$ cat config.mk
export PLATFORM = sky130hd
export DESIGN_NAME = sync_fifo_gearbox
export DESIGN_NICKNAME = d
export VERILOG_FILES = /design/src/rtl/sync_fifo_gearbox.sv
export SDC_FILE = /design/constraint.sdc
export NUM_CORES = 1
export LEC_CHECK = 0
export BUFFER_PORTS_ARGS = -buffer_cell sky130_fd_sc_hd__clkbuf_2
export CORE_MARGIN = 1
export CORE_UTILIZATION = 50
export DETAILED_ROUTE_END_ITERATION = 7
export GPL_TIMING_DRIVEN = 0
export PLACE_DENSITY = 0.77
export REMOVE_ABC_BUFFERS = 1
export SYNTH_ARGS = -nofsm -noshare
export SYNTH_HDL_FRONTEND = slang
export SYNTH_SLANG_ARGS = --single-unit
$ cat constraint.sdc
create_clock -name clk_i -period 5.05 [get_ports clk_i]
set_clock_uncertainty 0.1 [all_clocks]
set_input_delay 0.505 -clock clk_i [delete_from_list [all_inputs] [get_ports clk_i]]
set_output_delay 0.505 -clock clk_i [all_outputs]
set_load 0.02 [all_outputs]
$ cat src/rtl/sync_fifo_gearbox.sv
// ---------------------------------------------------------------------------
// sync_fifo_gearbox
//
// Single-clock FIFO with a narrow write side and a wide read side. Every
// accepted write stores one DATA_WIDTH entry. Every accepted read pops
// RD_RATIO consecutive entries and presents them concatenated on a registered
// output, with the oldest entry in the least significant bits.
//
// Ports:
//   clk_i            rising-edge clock for all state
//   rst_i            asynchronous active-high reset
//   flush_i          synchronous clear of pointers, level and sticky flags
//   wr_data_i        write entry (DATA_WIDTH)
//   winc_i           write request
//   wfull_o          level == FIFO_DEPTH
//   wafull_o         level >= AFULL_THRESH
//   rinc_i           read request
//   rempty_o         level < RD_RATIO (no complete group stored)
//   rd_data_o        popped group (RD_RATIO*DATA_WIDTH), oldest entry in LSBs
//   rd_data_valid_o  rd_data_o was updated by the previous edge
//   level_o          number of entries currently stored
//   overflow_o       sticky: write attempted while full
//   underflow_o      sticky: read attempted while empty
// ---------------------------------------------------------------------------
module sync_fifo_gearbox #(
    parameter int DATA_WIDTH   = 8,
    parameter int FIFO_DEPTH   = 16,
    parameter int RD_RATIO     = 2,
    parameter int AFULL_THRESH = 12,
    localparam int ADDR_WIDTH  = $clog2(FIFO_DEPTH)
) (
    input  logic                           clk_i,
    input  logic                           rst_i,
    input  logic                           flush_i,
    input  logic [DATA_WIDTH-1:0]          wr_data_i,
    input  logic                           winc_i,
    output logic                           wfull_o,
    output logic                           wafull_o,
    input  logic                           rinc_i,
    output logic                           rempty_o,
    output logic [RD_RATIO*DATA_WIDTH-1:0] rd_data_o,
    output logic                           rd_data_valid_o,
    output logic [ADDR_WIDTH:0]            level_o,
    output logic                           overflow_o,
    output logic                           underflow_o
);

    localparam int LVL_W = ADDR_WIDTH + 1;
    localparam int RD_W  = RD_RATIO * DATA_WIDTH;

    localparam logic [LVL_W-1:0]      LVL_FULL  = LVL_W'(FIFO_DEPTH);
    localparam logic [LVL_W-1:0]      LVL_AFULL = LVL_W'(AFULL_THRESH);
    localparam logic [LVL_W-1:0]      LVL_GROUP = LVL_W'(RD_RATIO);
    localparam logic [ADDR_WIDTH-1:0] PTR_ONE   = ADDR_WIDTH'(1);
    localparam logic [ADDR_WIDTH-1:0] PTR_GROUP = ADDR_WIDTH'(RD_RATIO);

    logic [DATA_WIDTH-1:0] mem_q [FIFO_DEPTH];

    logic [ADDR_WIDTH-1:0] wr_ptr_q, wr_ptr_d;
    logic [ADDR_WIDTH-1:0] rd_ptr_q, rd_ptr_d;
    logic [LVL_W-1:0]      level_q, level_d;
    logic [RD_W-1:0]       rd_data_q, rd_data_d;
    logic                  rd_valid_q, rd_valid_d;
    logic                  overflow_q, overflow_d;
    logic                  underflow_q, underflow_d;

    logic                  full, empty, wen, ren;
    logic [RD_W-1:0]       rd_group;

    // Flags decode only the level register, so they carry no path from the
    // same-cycle requests.
    assign full  = (level_q == LVL_FULL);
    assign empty = (level_q < LVL_GROUP);

    assign wen = winc_i & ~full  & ~flush_i;
    assign ren = rinc_i & ~empty & ~flush_i;

    // rd_ptr only ever advances in whole groups from 0, so the group below
    // never straddles the wrap point.
    generate
        for (genvar gi = 0; gi < RD_RATIO; gi++) begin : g_gather
            assign rd_group[gi*DATA_WIDTH +: DATA_WIDTH] =
                mem_q[rd_ptr_q + ADDR_WIDTH'(gi)];
        end
    endgenerate

    always_comb begin
        wr_ptr_d    = wr_ptr_q;
        rd_ptr_d    = rd_ptr_q;
        level_d     = level_q;
        rd_data_d   = rd_data_q;
        rd_valid_d  = 1'b0;
        overflow_d  = overflow_q;
        underflow_d = underflow_q;

        if (flush_i) begin
            wr_ptr_d    = '0;
            rd_ptr_d    = '0;
            level_d     = '0;
            overflow_d  = 1'b0;
            underflow_d = 1'b0;
        end else begin
            if (winc_i && full) begin
                overflow_d = 1'b1;
            end
            if (rinc_i && empty) begin
                underflow_d = 1'b1;
            end
            if (wen) begin
                wr_ptr_d = wr_ptr_q + PTR_ONE;
            end
            if (ren) begin
                rd_ptr_d   = rd_ptr_q + PTR_GROUP;
                rd_data_d  = rd_group;
                rd_valid_d = 1'b1;
            end
            // Both eligibilities were judged on the pre-edge level, so a
            // simultaneous push and pop never needs a bypass.
            level_d = level_q + LVL_W'(wen) - (ren ? LVL_GROUP : '0);
        end
    end

    always_ff @(posedge clk_i or posedge rst_i) begin
        if (rst_i) begin
            wr_ptr_q    <= '0;
            rd_ptr_q    <= '0;
            level_q     <= '0;
            rd_data_q   <= '0;
            rd_valid_q  <= 1'b0;
            overflow_q  <= 1'b0;
            underflow_q <= 1'b0;
        end else begin
            wr_ptr_q    <= wr_ptr_d;
            rd_ptr_q    <= rd_ptr_d;
            level_q     <= level_d;
            rd_data_q   <= rd_data_d;
            rd_valid_q  <= rd_valid_d;
            overflow_q  <= overflow_d;
            underflow_q <= underflow_d;
        end
    end

    // Storage is cleared by reset but deliberately left alone by flush.
    always_ff @(posedge clk_i or posedge rst_i) begin
        if (rst_i) begin
            for (int i = 0; i < FIFO_DEPTH; i++) begin
                mem_q[i] <= '0;
            end
        end else if (wen) begin
            mem_q[wr_ptr_q] <= wr_data_i;
        end
    end

    assign wfull_o         = full;
    assign wafull_o        = (level_q >= LVL_AFULL);
    assign rempty_o        = empty;
    assign rd_data_o       = rd_data_q;
    assign rd_data_valid_o = rd_valid_q;
    assign level_o         = level_q;
    assign overflow_o      = overflow_q;
    assign underflow_o     = underflow_q;

endmodule

# Yosys cells after proc, flatten, opt, wreduce, memory -nomap -nowiden

Index checks and enable logic that the tools add are counted.

Bits in registers: 160
Memory bits (read-only): 0
Bits in writable memories: 0
Memories: 0
Output and inout port bits: 27
Latch bits: 0

Bitwise operators: 10
Eq/ne operators: 1
Magnitude comparators: 6
Shift-type cells: 0
Multiplexer cells: 21
Divide/modulo/power cells: 0
Add/sub/neg operators: 5
Reductions and logical operators: 8
$mul: 0

Operators by type and width:

| kind                | number |
|---|---|
| $bwmux 128          | 1 |
| $bmux 8 s4          | 2 |
| $mux 8              | 5 |
| $demux 8 s4         | 1 |
| $mux 4              | 4 |
| $ge 5x5->1 const B  | 3 |
| $not 4->5           | 3 |
| $add 4x1->4 const B | 2 |
| $reduce_bool 2->1   | 4 |
| $mux 1              | 6 |
| $add 5x1->5         | 1 |
| $eq 5x5->1 const B  | 1 |
| $ge 5x4->1 const B  | 1 |
| $lt 5x1->1 const B  | 1 |
| $lt 5x2->1 const B  | 1 |
| $mux 5              | 1 |
| $sub 5x2->5         | 1 |
| $add 4x2->4 const B | 1 |
| $and 1x1->1         | 4 |
| $logic_and 1x1->1   | 3 |
| $not 1->1           | 3 |
| $mux 2              | 1 |
| $reduce_and 2->1    | 1 |

# Depth between registers and ports, before layout

Gate-level depths: netlist of the first run.

Depth after elaboration: 7
Depth in mapped cells: 14
Mapped depth without buffers: 12

# Worst setup path before layout of the first run

OpenSTA, ideal clock, no wires.

Path type: reg2reg
From: register level_q[4], in the netlist level_o[4]
To: register level_q[4], in the netlist level_o[4]
Path slack: 2307 ps
Arrival time: 2565 ps
Required time: 4872 ps
Stages on the path, launching flop included: 14
Library setup time: 78 ps
Cells stage by stage: dfrtp_1 inv_1 ha_1 or3b_1 clkbuf_1 nand3b_4 buf_2 ha_1 inv_1 ha_1 nand2b_1 a21oi_1 or3_1 a21oi_1

Longest elaborated chain between the ends: 7
Elaborated cells between the ends (all ways): 12
Those cells by class: add/sub: 2; order compare: 1; eq/ne: 1; mux: 2; bitwise: 6

Ends and longest elaborated chain:

| what                                            | RTL line | RTL |
|---|---|---|
| from (decl)                                     | 61       | `logic [LVL_W-1:0] level_q, level_d;` |
| from (signal assigned)                          | 135      | `level_q <= level_d;` |
| $eq 5x5->1 / $lt 5x2->1 (equally long branches) | 72, 73   |  |
| $not 1->1 (on tied branches)                    | 75, 76   |  |
| $and 1x1->1 (on tied branches) (2 in series)    | 75, 76   |  |
| $add 5x1->5 / $mux 2 (equally long branches)    | 119      | `level_d = level_q + LVL_W'(wen) - (ren ? LVL_GROUP : '0);` |
| $sub 5x2->5 (*)                                 | 119      |  |
| $mux 5 (*)                                      | 96       | `if (flush_i) begin` |
| via level_d[4]                                  | 61       |  |

The timed path passes the listed nets; every way through them passes the cells marked *.
A chain may end at the register's enable or synchronous reset.

# Final worst setup path of the first run

From: register level_q[2], in the netlist level_o[2]
To: register level_q[4], in the netlist level_o[4]

Same word-level chain as after synthesis.

==> results.md, run 1 <==
- Failing checks: design-rule violations
- Synth Instances: 560
- Setup Fix Bufs, Post-CTS: 0
- Mux contribution to synthesized area: 0.288
- Buffers on Ports: 39
- Required @ worst endpoint: 5290 ps
- Post-CTS Hold Fix Bufs: 0
- WL final: 15.7 mm
- HP Class: in2async
- Commonest non-fill, non-tap cells in the layout: 158 x dfrtp_1, 78 x mux2_2, 64 x mux2i_1
- Grt ovf: 0
- Clock Path Buffers: 2
- Post-CTS sizing: 0
- Outcome: finished, violations left
- R2r startpoint: level_o[2]$_DFF_PP0_
- Synth Warn #: 0
- Final setup margin: 1850 ps
- First-pass GRT wire length: 26.0 mm
- Drt initial violations: 292
- Post-Syn Area: 0.00753 mm^2
- Crit-path max FO: 15
- Crit path capture: level_o[4]$_DFF_PP0_
- R2R Path End: level_o[4]$_DFF_PP0_
- Clk root buf: clkbuf_16
- Drt wl/cell: 20.0 um
- Leak Pwr: 4.10 nW
- Worst setup startpoint: level_o[2]$_DFF_PP0_
- Synth Area in XOR/XNOR: 0.00814
- Post-synthesis sequential area ratio: 0.528
- Fin Hold WS: 119 ps
- Post-layout util: 0.579
- Num CTS Buffers: 17
- Pwr Density: 475 mW/mm^2
- Sink Count: 159
- Min Tclk post-route: 3200 ps
- Routed Antenna Nets: 0
- I/O Pins: 40
- # diodes: 0
- Post-synthesis cell type count: 35
- Crit Path Category: reg2reg
- Yosys reg bits: 159
- Net Sw Frac: 0.313
- Vias: 4486
- CTS H-tree lvls: 4
- Final GP Congestion: 0.712
- Slew margin rel.: 0.109
- Share of layout cells above drive strength 1: 0.331
- Simple-gate share of the synthesized area: 0.0895
- DRC: 4
- Nets: 615
- Fin crit share: 0.633
- Width of the die: 125 um
- Clk network pwr share: 0.330
- Setup-failing EPs final: 0
- Area of the die: 0.0156 mm^2
- Psw: 1.26 mW
- Core area: 0.0146 mm^2
- Largest net degree at the start of global routing: 84
- Post-DP HPWL: 9.77 mm
- CTS tree: yes
- Worst Path Arrival: 3440 ps
- Vias per cell: 5.71
- Logic pwr share: 0.265
- Maximum VDD drop: 0.349 mV
- Syn-to-layout area delta: 12.5%
- Max Slew Vio Count: 0
- # fillers: 1162
- Commonest non-fill, non-tap cell in the layout: dfrtp_1
- Worst slew pin tran: 1330 ps
- Fin Setup TNS: 0 ps
- Final Hold Violating Endpoints: 0
- Seq pwr share: 0.405
- Fmax: 0.313 GHz
- Post-Syn Area per Cell: 13.5 um^2
- GRT Total Usage: 0.220
- Int Pwr: 2.76 mW
- Largest family of logic cells by synthesized area: multiplexers
- RSZ-0062 raised after global routing: no
- Antenna violations before repair: 0
- DIE HEIGHT: 125 um
- CTS clock-pin slew for the worst setup and hold paths: 60 ps
- Setup crit start kind: flop
- Max Cap Viol: 0
- DRT Pass-1 Iters: 6
- Complex-gate fraction of the synthesized area: 0.0379
- Critical Path End Type: flop
- Initial Util: 0.514
- Adder-Cell Fraction of Synth Area: 0.0216
- R2R cell count: 12
- FF-to-FF setup slack: 1850 ps
- Cell row count: 44
- Skew-Pair Late Insertion Delay: 430 ps
- Number of global-route vias before repair: 4813
- Setup WS pre-CTS: 1880 ps
synthesized netlist by cell type:
library cell | number | area (um^2)
a22oi_1 | 32 | 240
nor3_4 | 1 | 16.3
ha_1 | 13 | 163
buf_2 | 11 | 55.1
or3b_1 | 1 | 8.76
o21ai_0 | 2 | 10.0
nand4bb_4 | 1 | 27.5
mux2i_1 | 64 | 641
and2_1 | 2 | 12.5
clkbuf_1 | 18 | 67.6
buf_6 | 1 | 11.3
and3_1 | 1 | 6.26
mux2_4 | 24 | 360
buf_12 | 1 | 20.0
or3_1 | 1 | 6.26
nor2_2 | 4 | 25.0
nand3_4 | 7 | 123
mux2_1 | 26 | 293
nor3_2 | 1 | 10.0
nand4b_2 | 1 | 15.0
dfrtp_1 | 159 | 3980
mux2_2 | 78 | 878
xor2_1 | 6 | 52.6
xnor2_1 | 1 | 8.76
nand2b_1 | 3 | 18.8
nand2_1 | 38 | 143
nor2_1 | 12 | 45.0
a21oi_1 | 7 | 35.0
nand3b_4 | 1 | 20.0
nand3_2 | 5 | 50.1
nor2b_1 | 4 | 25.0
nor2_4 | 2 | 22.5
inv_1 | 11 | 41.3
nand3_1 | 20 | 100
inv_2 | 1 | 3.75
registers in the layout, indices dropped and copies added, names as in the netlist:
| name | cells |
|---|---|
| rd_data_valid_o | 1 |
| mem_q | 128 |
| rd_ptr_q | 3 |
| level_o | 5 |
| underflow_o | 1 |
| rd_data_o | 16 |
| wr_ptr_q | 4 |
| overflow_o | 1 |
worst min path at each step:
stage / to / cells past startpoint / startpoint / slack [ps]
2_1_floorplan: mem_q[55]$_DFFE_PP0P_ / 1 / mem_q[55]$_DFFE_PP0P_ / 360
3_3_place_gp: rd_data_o[13]$_DFFE_PP0P_ / 2 / rd_data_o[13]$_DFFE_PP0P_ / 360
3_5_place_dp: rd_data_o[11]$_DFFE_PP0P_ / 2 / rd_data_o[11]$_DFFE_PP0P_ / 370
4_1_cts: underflow_o$_DFFE_PP0P_ / 2 / rst_i / 140
5_1_grt: mem_q[81]$_DFFE_PP0P_ / 2 / rst_i / 170
6_report: rd_data_o[9]$_DFFE_PP0P_ / 2 / rst_i / 120
kinds of logic after synthesis:
group,Yosys count
AOI/OAI and AO/OA,41
and+or+nand+nor,105
adders and majority gates,13
DFF,159
xor gates and xnor gates,7
muxes,192
buffers and inverters,43
per-layer routing:
layer | GRT usage | part of all wire | up-vias
li1 | - | - | 2051
met1 | 0.292 | 0.45 | 2351
met2 | 0.362 | 0.50 | 71
met3 | 0.0395 | 0.037 | 13
met4 | 0.0784 | 0.012 | 0
met5 | 0 | 0 | -
per-stage QoR:
step	area, um^2	total power [mW]	cells
global route	8470	4.20	785
finish	8470	4.02	785
global placement	7800	2.68	752
floorplan	7380	2.41	529
detailed placement	7870	2.71	754
CTS	8470	4.03	785
critical path: stages, from the launching register on:
cell	delay, ps
dfrtp_1	420
inv_1	100
ha_1	240
nand4bb_4	130
and2_1	870
nor2b_1	230
ha_1	200
inv_1	50
ha_1	190
nand2b_1	150
a21oi_1	180
o21ai_0	120
a21oi_1	150
power groups by stage:
stage               Clock (mW)  Sequential, mW  Combinational (mW)
floorplan                    0            1.76               0.651
global placement             0            1.71               0.969
detailed placement           0            1.65                1.06
CTS                       1.33            1.63                1.07
global route              1.38            1.66                1.16
finish                    1.33            1.63                1.06
layout make-up:
cell class                 count  area (um^2)  area share
tap                          184          230      0.0272
sequential                   159         3980       0.470
clock inverter                12          169      0.0199
inverter                      12         50.0     0.00591
timing repair buffer          41          250      0.0295
multi-input combinational    358         3360       0.396
clock buffer                  19          433      0.0511
Power figures use the tool's default switching activity.
==> run 2: changes to the inputs <==
==> constraint.sdc (replaced) <==
create_clock -name clk_i -period 2.6 [get_ports clk_i]
set_clock_uncertainty 0.1 [all_clocks]
set_input_delay 0.26 -clock clk_i [delete_from_list [all_inputs] [get_ports clk_i]]
set_output_delay 0.26 -clock clk_i [all_outputs]
set_load 0.02 [all_outputs]
==> run 2 against run 1 <==
Compared with the run above:
- the run still ends with design-rule violations left
- flip-flop and latch count unchanged
- critical endpoint unchanged
- critical path depth stayed put
- largest cell class unchanged
- die area stayed put
- non-clock buffer count up 9
- first-iteration DRC count is 5.8% lower
- highest routed layer unchanged
==> results.md, run 2 (synthesis gave the netlist of run 1 again) <==
- I/O Pins: 40 (unchanged)
- Pwr Density: 923 mW/mm^2 (was 475 mW/mm^2)
- DRC: 4 (unchanged)
- Setup crit start kind: flop (unchanged)
- Cell row count: 44 (unchanged)
- Commonest non-fill, non-tap cells in the layout: 156 x dfrtp_1, 78 x mux2_2, 64 x mux2i_1 (was 158 x dfrtp_1, 78 x mux2_2, 64 x mux2i_1)
- Vias: 4542 (was 4486)
- Met1 Usage GRT: 0.290 (was 0.292)
- Grt ovf: 0 (unchanged)
- WL final: 15.8 mm (was 15.7 mm)
- Buffers on Ports: 39 (unchanged)
- Drt initial violations: 275 (was 292)
- Critical Path End Type: flop (unchanged)
- Worst Path Arrival: 2720 ps (was 3440 ps)
- Skew-Pair Late Insertion Delay: 420 ps (was 430 ps)
- Failing checks: design-rule violations (unchanged)
- Area of the die: 0.0156 mm^2 (unchanged)
- Share of layout cells above drive strength 1: 0.354 (was 0.331)
- Maximum VDD drop: 0.709 mV (was 0.349 mV)
- Drt wl/cell: 19.9 um (was 20.0 um)
- Gr busiest metal: met2 (unchanged)
- Final GP Congestion: 0.712 (unchanged)
- Max Slew Vio Count: 0 (unchanged)
- Sink Count: 159 (unchanged)
- Setup-failing EPs final: 0 (unchanged)
- Commonest non-fill, non-tap cell in the layout: dfrtp_1 (unchanged)
- Routed Antenna Nets: 0 (unchanged)
- CP Cell Sequence: inv_1 -> ha_2 -> nand4bb_4 -> and2_4 -> nor2b_1 -> ha_2 -> inv_1 -> ha_1 -> nand2b_1 -> a21oi_1 -> or3_1 -> a21oi_2 (was inv_1 -> ha_1 -> nand4bb_4 -> and2_1 -> nor2b_1 -> ha_1 -> inv_1 -> ha_1 -> nand2b_1 -> a21oi_1 -> o21ai_0 -> a21oi_1)
- Min Tclk post-route: 2480 ps (was 3200 ps)
- CTS clock-pin slew for the worst setup and hold paths: 60 ps (about the same)
- Slew margin rel.: 0.128 (was 0.109)
- Syn-to-layout area delta: 13.6% (was 12.5%)
- Fmax: 0.403 GHz (was 0.313 GHz)
- CTS tree: yes (unchanged)
- Fin area: 0.00856 mm^2 (was 0.00847 mm^2)
- Initial Util: 0.514 (unchanged)
- Crit-path max FO: 6 (was 15)
- Worst slew pin tran: 1310 ps (was 1330 ps)
- Vias per cell: 5.72 (was 5.71)
- Clk root buf: clkbuf_16 (unchanged)
- Required @ worst endpoint: 2840 ps (was 5290 ps)
- HP Class: in2reg (was in2async)
- Nets: 624 (was 615)
- Most flops, register: mem_q (unchanged)
- Grt met3 use: 0.0417 (was 0.0395)
- DRT Pass-1 Iters: 6 (unchanged)
- Fin crit share: 0.953 (was 0.633)
- # diodes: 0 (unchanged)
- Post-Place Cell Area: 0.00787 mm^2 (unchanged)
- Post-DP HPWL: 9.77 mm (unchanged)
- Outcome: finished, violations left (unchanged)
- Leak Pwr: 4.14 nW (was 4.10 nW)
- Max reg flops: 128 (unchanged)
- Crit Path Category: reg2reg (unchanged)
- Width of the die: 125 um (unchanged)
- Max incr delay on CP: 430 ps (was 870 ps)
- Antenna violations before repair: 0 (unchanged)
- Max Cap Viol: 0 (unchanged)
- DIE HEIGHT: 125 um (unchanged)
- Final Hold Violating Endpoints: 0 (unchanged)
- GRT Total Usage: 0.220 (about the same)
- Core area: 0.0146 mm^2 (unchanged)
- Design Power: 7.90 mW (was 4.02 mW)
- Clock Path Buffers: 2 (unchanged)
- CTS H-tree lvls: 4 (unchanged)
- Largest net degree at the start of global routing: 84 (unchanged)
- Crit-path slowest cell: dfrtp_2 (was and2_1)
- First-pass GRT wire length: 26.0 mm (about the same)
- Num CTS Buffers: 17 (unchanged)
- M2 GR Usage: 0.362 (unchanged)
- Number of global-route vias before repair: 4823 (was 4813)
run 2: cell type report:
class	count	area, um^2
sequential	159	3990
clock buffer	19	433
fill	1155	6080
multi-input combinational	358	3370
timing repair buffer	50	320
inverter	12	50.0
tap	184	230
clock inverter	12	169
run 2: repair_timing:
action,in CTS,in global routing
endpoints found under the setup margin,100,1
gates resized for setup,3,7
pin swaps,1,0
hold endpoints to repair,82,0
cloned,0,0
hold buffers,1,0
setup buffers,2,6
run 2: per-layer routing:
layer  vias up  wire length (um)
met1      2395              7220
met3        16               465
met4         0               219
li1       2068                 -
met5         -                 0
met2        63              7890
run 2: power by group:
group / switching [mW] / leakage [nW] / internal (mW) / total, mW
clock network: 0.975 / 0.292 / 1.59 / 2.57
logic: 1.21 / 1.70 / 0.961 / 2.17
registers: 0.273 / 2.14 / 2.89 / 3.17
run 2: metrics by stage:
stage	hold slack, ps	util	std cells	setup TNS [ps]	setup WS, ps
final	93.1	0.585	794	0	121
after global routing	96.5	0.585	794	-4.05	-4.05
after CTS	53.1	0.580	788	0	42.0
after detailed placement	347	0.537	754	-12880	-573
after global placement	363	0.533	752	-570990	-3420
after floorplan	223	-	529	-333830	-2050
run 2: final timing paths:
path	depth (start not counted)	end	slack (ps)	from
max in group asynchronous	4	mem_q[8]$_DFFE_PP0P_	1110	rst_i
hold reg to reg	2	rd_data_o[3]$_DFFE_PP0P_	380	rd_data_o[3]$_DFFE_PP0P_
setup / recovery	12	level_o[4]$_DFF_PP0_	120	level_o[2]$_DFF_PP0_
min in group asynchronous	3	mem_q[81]$_DFFE_PP0P_	430	rst_i
hold / removal	3	overflow_o$_DFFE_PP0P_	90	winc_i
setup reg to reg	12	level_o[4]$_DFF_PP0_	120	level_o[2]$_DFF_PP0_
run 2: worst max-delay path, delay by kind of cell, from the launching register on:
kind / cells / cell delay (ps)
AOI/OAI and AO/OA: 2 / 230
DFF: 1 / 430
buffers and inverters: 2 / 150
and+or+nand+nor: 5 / 910
adders and majority gates: 3 / 560
